--- config.mk ---
export PLATFORM = sky130hd
export DESIGN_NAME = tea_stream_ctrl
export DESIGN_NICKNAME = d
export VERILOG_FILES = /design/src/rtl/tea_stream_ctrl_pkg.sv /design/src/rtl/tea_stream_ctrl_valid_pipe.sv /design/src/rtl/tea_stream_ctrl.sv
export SDC_FILE = /design/constraint.sdc
export NUM_CORES = 1
export LEC_CHECK = 0
export CAP_MARGIN = 30
export CORE_AREA = 10 10 206 208
export CTS_CLUSTER_SIZE = 28
export DETAILED_ROUTE_END_ITERATION = 7
export DIE_AREA = 0 0 216 218
export PLACE_DENSITY_LB_ADDON = 0.08
export SETUP_SLACK_MARGIN = 0.4
export SYNTH_ARGS = -nofsm -noshare
export SYNTH_HDL_FRONTEND = slang
export SYNTH_SLANG_ARGS = --single-unit
--- constraint.sdc ---
create_clock -name clk -period 14 [get_ports clk]
set_input_delay 2.8 -clock clk [delete_from_list [all_inputs] [get_ports clk]]
set_output_delay 2.8 -clock clk [all_outputs]
set_load 0.01 [all_outputs]
--- src/rtl/tea_stream_ctrl_pkg.sv ---
// Shared definitions for the TEA stream controller: default geometry and FSM states.
package tea_stream_ctrl_pkg;

  localparam int unsigned TEA_LATENCY = 32;
  localparam int unsigned TEA_DW      = 64;
  localparam int unsigned TEA_KW      = 128;

  typedef enum logic [1:0] {
    IDLE    = 2'd0,
    RUN     = 2'd1,
    DRAIN   = 2'd2,
    KEYLOAD = 2'd3
  } state_t;

endpackage

--- src/rtl/tea_stream_ctrl_valid_pipe.sv ---
// Valid-bit shadow of the decryptor pipeline: one bit per slot, advancing with ena.
module tea_valid_pipe #(
  parameter int unsigned DEPTH = 32
) (
  input  logic             clk,
  input  logic             rst,
  input  logic             ena,
  input  logic             din,
  output logic [DEPTH-1:0] q
);

  // Shift a new occupancy bit in whenever the array is enabled; hold otherwise.
  always_ff @(posedge clk or posedge rst) begin
    if (rst) begin
      q <= '0;
    end else if (ena) begin
      q <= {q[DEPTH-2:0], din};
    end
  end

endmodule

--- src/rtl/tea_stream_ctrl.sv ---
// Valid/ready wrapper around the fixed-latency, ena-gated TEA decryptor array.
// Tracks slot occupancy, gates ena on sink backpressure and drains the pipe before a key change.
module tea_stream_ctrl
  import tea_stream_ctrl_pkg::*;
#(
  parameter int unsigned LATENCY = TEA_LATENCY,
  parameter int unsigned DW      = TEA_DW,
  parameter int unsigned KW      = TEA_KW,
  parameter int unsigned CNT_W   = 32
) (
  input  logic             clk,
  input  logic             rst,
  input  logic             in_valid,
  output logic             in_ready,
  input  logic [DW-1:0]    in_block,
  input  logic             key_req,
  input  logic [KW-1:0]    key_in,
  output logic             key_ack,
  output logic             eng_ena,
  output logic [DW-1:0]    eng_in,
  output logic [KW-1:0]    eng_key,
  input  logic [DW-1:0]    eng_out,
  output logic             out_valid,
  input  logic             out_ready,
  output logic [DW-1:0]    out_block,
  output logic             busy,
  output logic [CNT_W-1:0] blk_count
);

  localparam int unsigned IW = $clog2(LATENCY + 1);

  state_t             state;
  state_t             state_nxt;
  logic [LATENCY-1:0] vld_sr;
  logic [IW-1:0]      inflight;
  logic               stall;
  logic               advance;
  logic               accept;
  logic               handshake;

  tea_valid_pipe #(
    .DEPTH(LATENCY)
  ) u_valid_pipe (
    .clk (clk),
    .rst (rst),
    .ena (advance),
    .din (accept),
    .q   (vld_sr)
  );

  // Handshake, stall and enable decode; bubbles enter the array as zero.
  always_comb begin
    out_valid = vld_sr[LATENCY-1];
    stall     = out_valid & ~out_ready;
    advance   = ((state == RUN) || (state == DRAIN)) & ~stall;
    eng_ena   = advance;
    in_ready  = (state == RUN) & ~key_req & advance;
    accept    = in_valid & in_ready;
    handshake = out_valid & out_ready;
    eng_in    = accept ? in_block : '0;
    out_block = eng_out;
    key_ack   = (state == KEYLOAD);
    busy      = (state != RUN) || (inflight != '0);
  end

  // Next-state logic: a key request in RUN waits for the pipe to empty before loading.
  always_comb begin
    state_nxt = state;
    case (state)
      IDLE:    if (key_req) state_nxt = KEYLOAD;
      RUN:     if (key_req) state_nxt = DRAIN;
      DRAIN:   if (inflight == '0) state_nxt = KEYLOAD;
      KEYLOAD: state_nxt = RUN;
      default: state_nxt = IDLE;
    endcase
  end

  // State, key register, occupancy and completion counters.
  always_ff @(posedge clk or posedge rst) begin
    if (rst) begin
      state     <= IDLE;
      eng_key   <= '0;
      inflight  <= '0;
      blk_count <= '0;
    end else begin
      state <= state_nxt;
      if (state == KEYLOAD) begin
        eng_key <= key_in;
      end
      case ({accept, handshake})
        2'b10:   inflight <= inflight + IW'(1);
        2'b01:   inflight <= inflight - IW'(1);
        default: inflight <= inflight;
      endcase
      if (handshake) begin
        blk_count <= blk_count + CNT_W'(1);
      end
    end
  end

endmodule
==> summary.txt <==
Pwr
  – Max rail drop VDD: 80.3 uV
  – Total Power: 2660 uW
  – PD cells: 192 nW/um2
  – Pleak: 0.00576 uW

Placement
  – IO Port Bufs: 425
  – DPL Wire Length: 25.0 mm
  – RD Place Congestion: 0.730
  – Setup WS pre-CTS: 5.51 ns

STA
  – Setup_tns: 0 ns
  – Clk_skew: 0.00838 ns
  – Crit share post-route: 60.2%
  – Worst-Margin Slew: 0.907 ns
  – Min Clock Period, post-route: 8.42 ns
  – Max Freq: 0.119 GHz
  – Setup repair after global routing missed its margin: false
  – Final Hold Viols: 0
  – Max Slew Vio Count: 0
  – Relative slew slack: 39.5%
  – Final setup viols: 0
  – Final Worst Setup Slack: 5.58 ns

CTS
  – CTS H-Tree Depth: 4
  – Root buf cell: clkbuf_16
  – CTS tree: yes
  – Post-CTS Hold Buffers: 0
  – Post-CTS Resized: 0
  – Clk_lat worst skew: 0.44 ns
  – # Post-CTS Setup Buffers: 0
  – Clock Path Buffers: 2
  – Clk sinks: 200
  – Clock-pin slew on the worst setup and hold paths: 0.07 ns
  – Number of buffers created by CTS: 17

Yosys
  – Synthesized area per cell: 12.1 um2
  – Synth area leaders: dfrtp_1 (56%), mux2_2 (16%), buf_4 (5.4%)
  – #FFs+latches synth: 200
  – Register area share after synthesis: 56.2%
  – Yosys top cell area share: 56.2%
  – Cell taking the most area after synthesis: dfrtp_1
  – Mapped Cells: 733
  – Mapped cell area: 8900 um2
  – Synth cell types: 41
  – Syn nets: 1003
  – Syn. warnings: 0

Finish
  – Layout area overhead: 56.2%
  – Layout cells sized above 1: 16.0%
  – Fill count: 3783
  – Final Net Count: 1359
  – Diode count: 0

Global routing
  – First-pass GRT wire length: 46.5 mm
  – Largest net degree at the start of global routing: 72
  – Initial antenna violation count: 2
  – Grt ovf: 0
  – Total GRT Usage: 13.2%
  – Number of global-route vias before repair: 6859

Worst setup path
  – Critical path data arrival time: 5.62 ns
  – Setup CP Type: in -> out
  – CP max FO: 66
  – CP Launch Type: primary input
  – Critical path capture point type: output port
  – Required time worst endpoint: 11.20 ns

Hold path
  – Tightest Hold Check Type: reg -> reg

Outcome
  – Outcome: finished, final reports clean

Routing
  – Routed vias: 6631
  – Via-to-Cell Ratio: 4.10
  – DRT Pass-1 Iters: 4
  – WL/cell: 19.9 um
  – Total routed wirelength: 32.2 mm
  – Remaining DRCs: 0
  – Initial DRC Count: 375
  – Post-DRT Antenna Nets: 0

Floorplanning
  – Starting density of the core: 23.2%
  – Die H: 218 um
  – Die area: 47100 um2
  – Core Box Area: 38300 um2
  – DIE WIDTH: 216 um
  – Row cnt: 72
  – IO Pins: 554

Job
  – Max Cap Viol: 0
worst max-delay path, stage by stage:
cell and delay (ns):
clkdlybuf4s50_1 0.53, o21ai_2 0.08, buf_4 0.24, inv_2 0.45, and4b_1 0.26, buf_4 0.40, and2_1 0.20, clkdlybuf4s50_1 0.63
worst paths after layout:
kind | start | to | slack [ns] | depth (start not counted)
max in group asynchronous | rst | blk_count[31] | 9.92 | 3
hold / removal | inflight[5] | inflight[5] | 0.47 | 1
setup / recovery | out_ready | eng_in[43] | 5.58 | 8
hold reg to reg | inflight[5] | inflight[5] | 0.47 | 1
setup reg to reg | state[0] | inflight[4] | 9.92 | 15
min in group asynchronous | rst | u_valid_pipe.q[24] | 2.81 | 2
synth_stat cells:
cell type  number
a21o_1          4
a21oi_1         1
a221oi_2        1
a22oi_1         1
a311oi_1        1
a31oi_1         1
a32o_1          1
a41oi_1         1
and2_1         66
and3_1          5
and4_1          4
and4b_1         1
buf_2           2
buf_4          64
buf_6           1
clkbuf_1       30
dfrtp_1       200
ha_1            9
inv_1          10
inv_2           1
mux2_2        130
mux2i_1         2
nand2_1       104
nand2b_1        3
nand3_1        13
nand3_2         1
nand3b_1        1
nand4_1        13
nor2_1          5
nor2b_1         1
nor3_1          6
nor3b_1         2
nor4_1          2
nor4_2          3
o21ai_0         2
o21ai_2         1
o221ai_1        1
o22ai_1         1
or4_4           1
xnor2_1        27
xor2_1         10
cells in the final DEF, fill, tap and decap left out, types with 2 or more instances in the layout:
| cell | instances |
|---|---|
| clkbuf_8 | 2 |
| xor2_1 | 10 |
| xnor2_1 | 27 |
| clkbuf_16 | 17 |
| clkinv_2 | 2 |
| o21ai_0 | 2 |
| clkbuf_1 | 3 |
| nor3_1 | 6 |
| clkdlybuf4s50_1 | 425 |
| inv_1 | 9 |
| and3_1 | 5 |
| ha_1 | 8 |
| clkinvlp_4 | 3 |
| bufinv_16 | 3 |
| mux2_2 | 130 |
| and4_1 | 4 |
| dfrtp_1 | 200 |
| buf_4 | 7 |
| a21o_1 | 4 |
| nor2_1 | 5 |
| buf_16 | 2 |
| mux2i_1 | 2 |
| nand3_1 | 13 |
| and2_1 | 66 |
| nor3b_1 | 2 |
| nand2b_1 | 3 |
| nor4_2 | 3 |
| nand2_1 | 104 |
| nor4_1 | 2 |
| nand4_1 | 13 |
cells by family after synthesis:
logic type / synth area share, %
AND/OR/NAND/NOR: 13.4
flip-flops: 56.2
multiplexers: 16.7
buffers and inverters: 7.37
XOR/XNOR: 3.64
AO/OA/AOI/OAI: 1.41
adder cells (fa/ha/maj): 1.27
where the power goes:
group	total, uW	leakage [uW]	internal [uW]	switching [uW]
Combinational	1220	0.00301	694	524
Clock	510	0.000278	288	222
Sequential	936	0.00247	814	122
final cells by class:
type | instances | area [um2] | area share, %
clock buffer | 22 | 464 | 3.34
tap | 518 | 648 | 4.66
inverter | 11 | 48.8 | 0.351
multi-input combinational | 425 | 3250 | 23.4
sequential | 200 | 5000 | 36.0
clock inverter | 8 | 123 | 0.882
timing repair buffer | 434 | 4360 | 31.4
state kept, by name, summed over array words and instances (netlist names):
signal          cells
u_valid_pipe.q     32
state               2
inflight            6
blk_count          32
eng_key           128
through the flow:
stage | instances | hold slack [ns] | cell area (um2) | utilization, %
floorplan | 733 | 0.438 | 8900 | -
global placement | 1585 | 0.450 | 13300 | 34.6
detailed placement | 1586 | 0.451 | 13300 | 34.6
CTS | 1616 | 0.468 | 13800 | 36.2
global route | 1618 | 0.485 | 13900 | 36.3
finish | 1618 | 0.467 | 13900 | 36.3
layer usage:
layer,GRT usage [%],up-vias,part of all wire [%]
met5,0,-,0.084
met4,3.36,4,1.2
met3,6.48,34,9.4
met2,22.4,307,50
met1,14.4,3198,39
li1,-,3088,-
No activity file was read; power rests on OpenSTA's default activity.
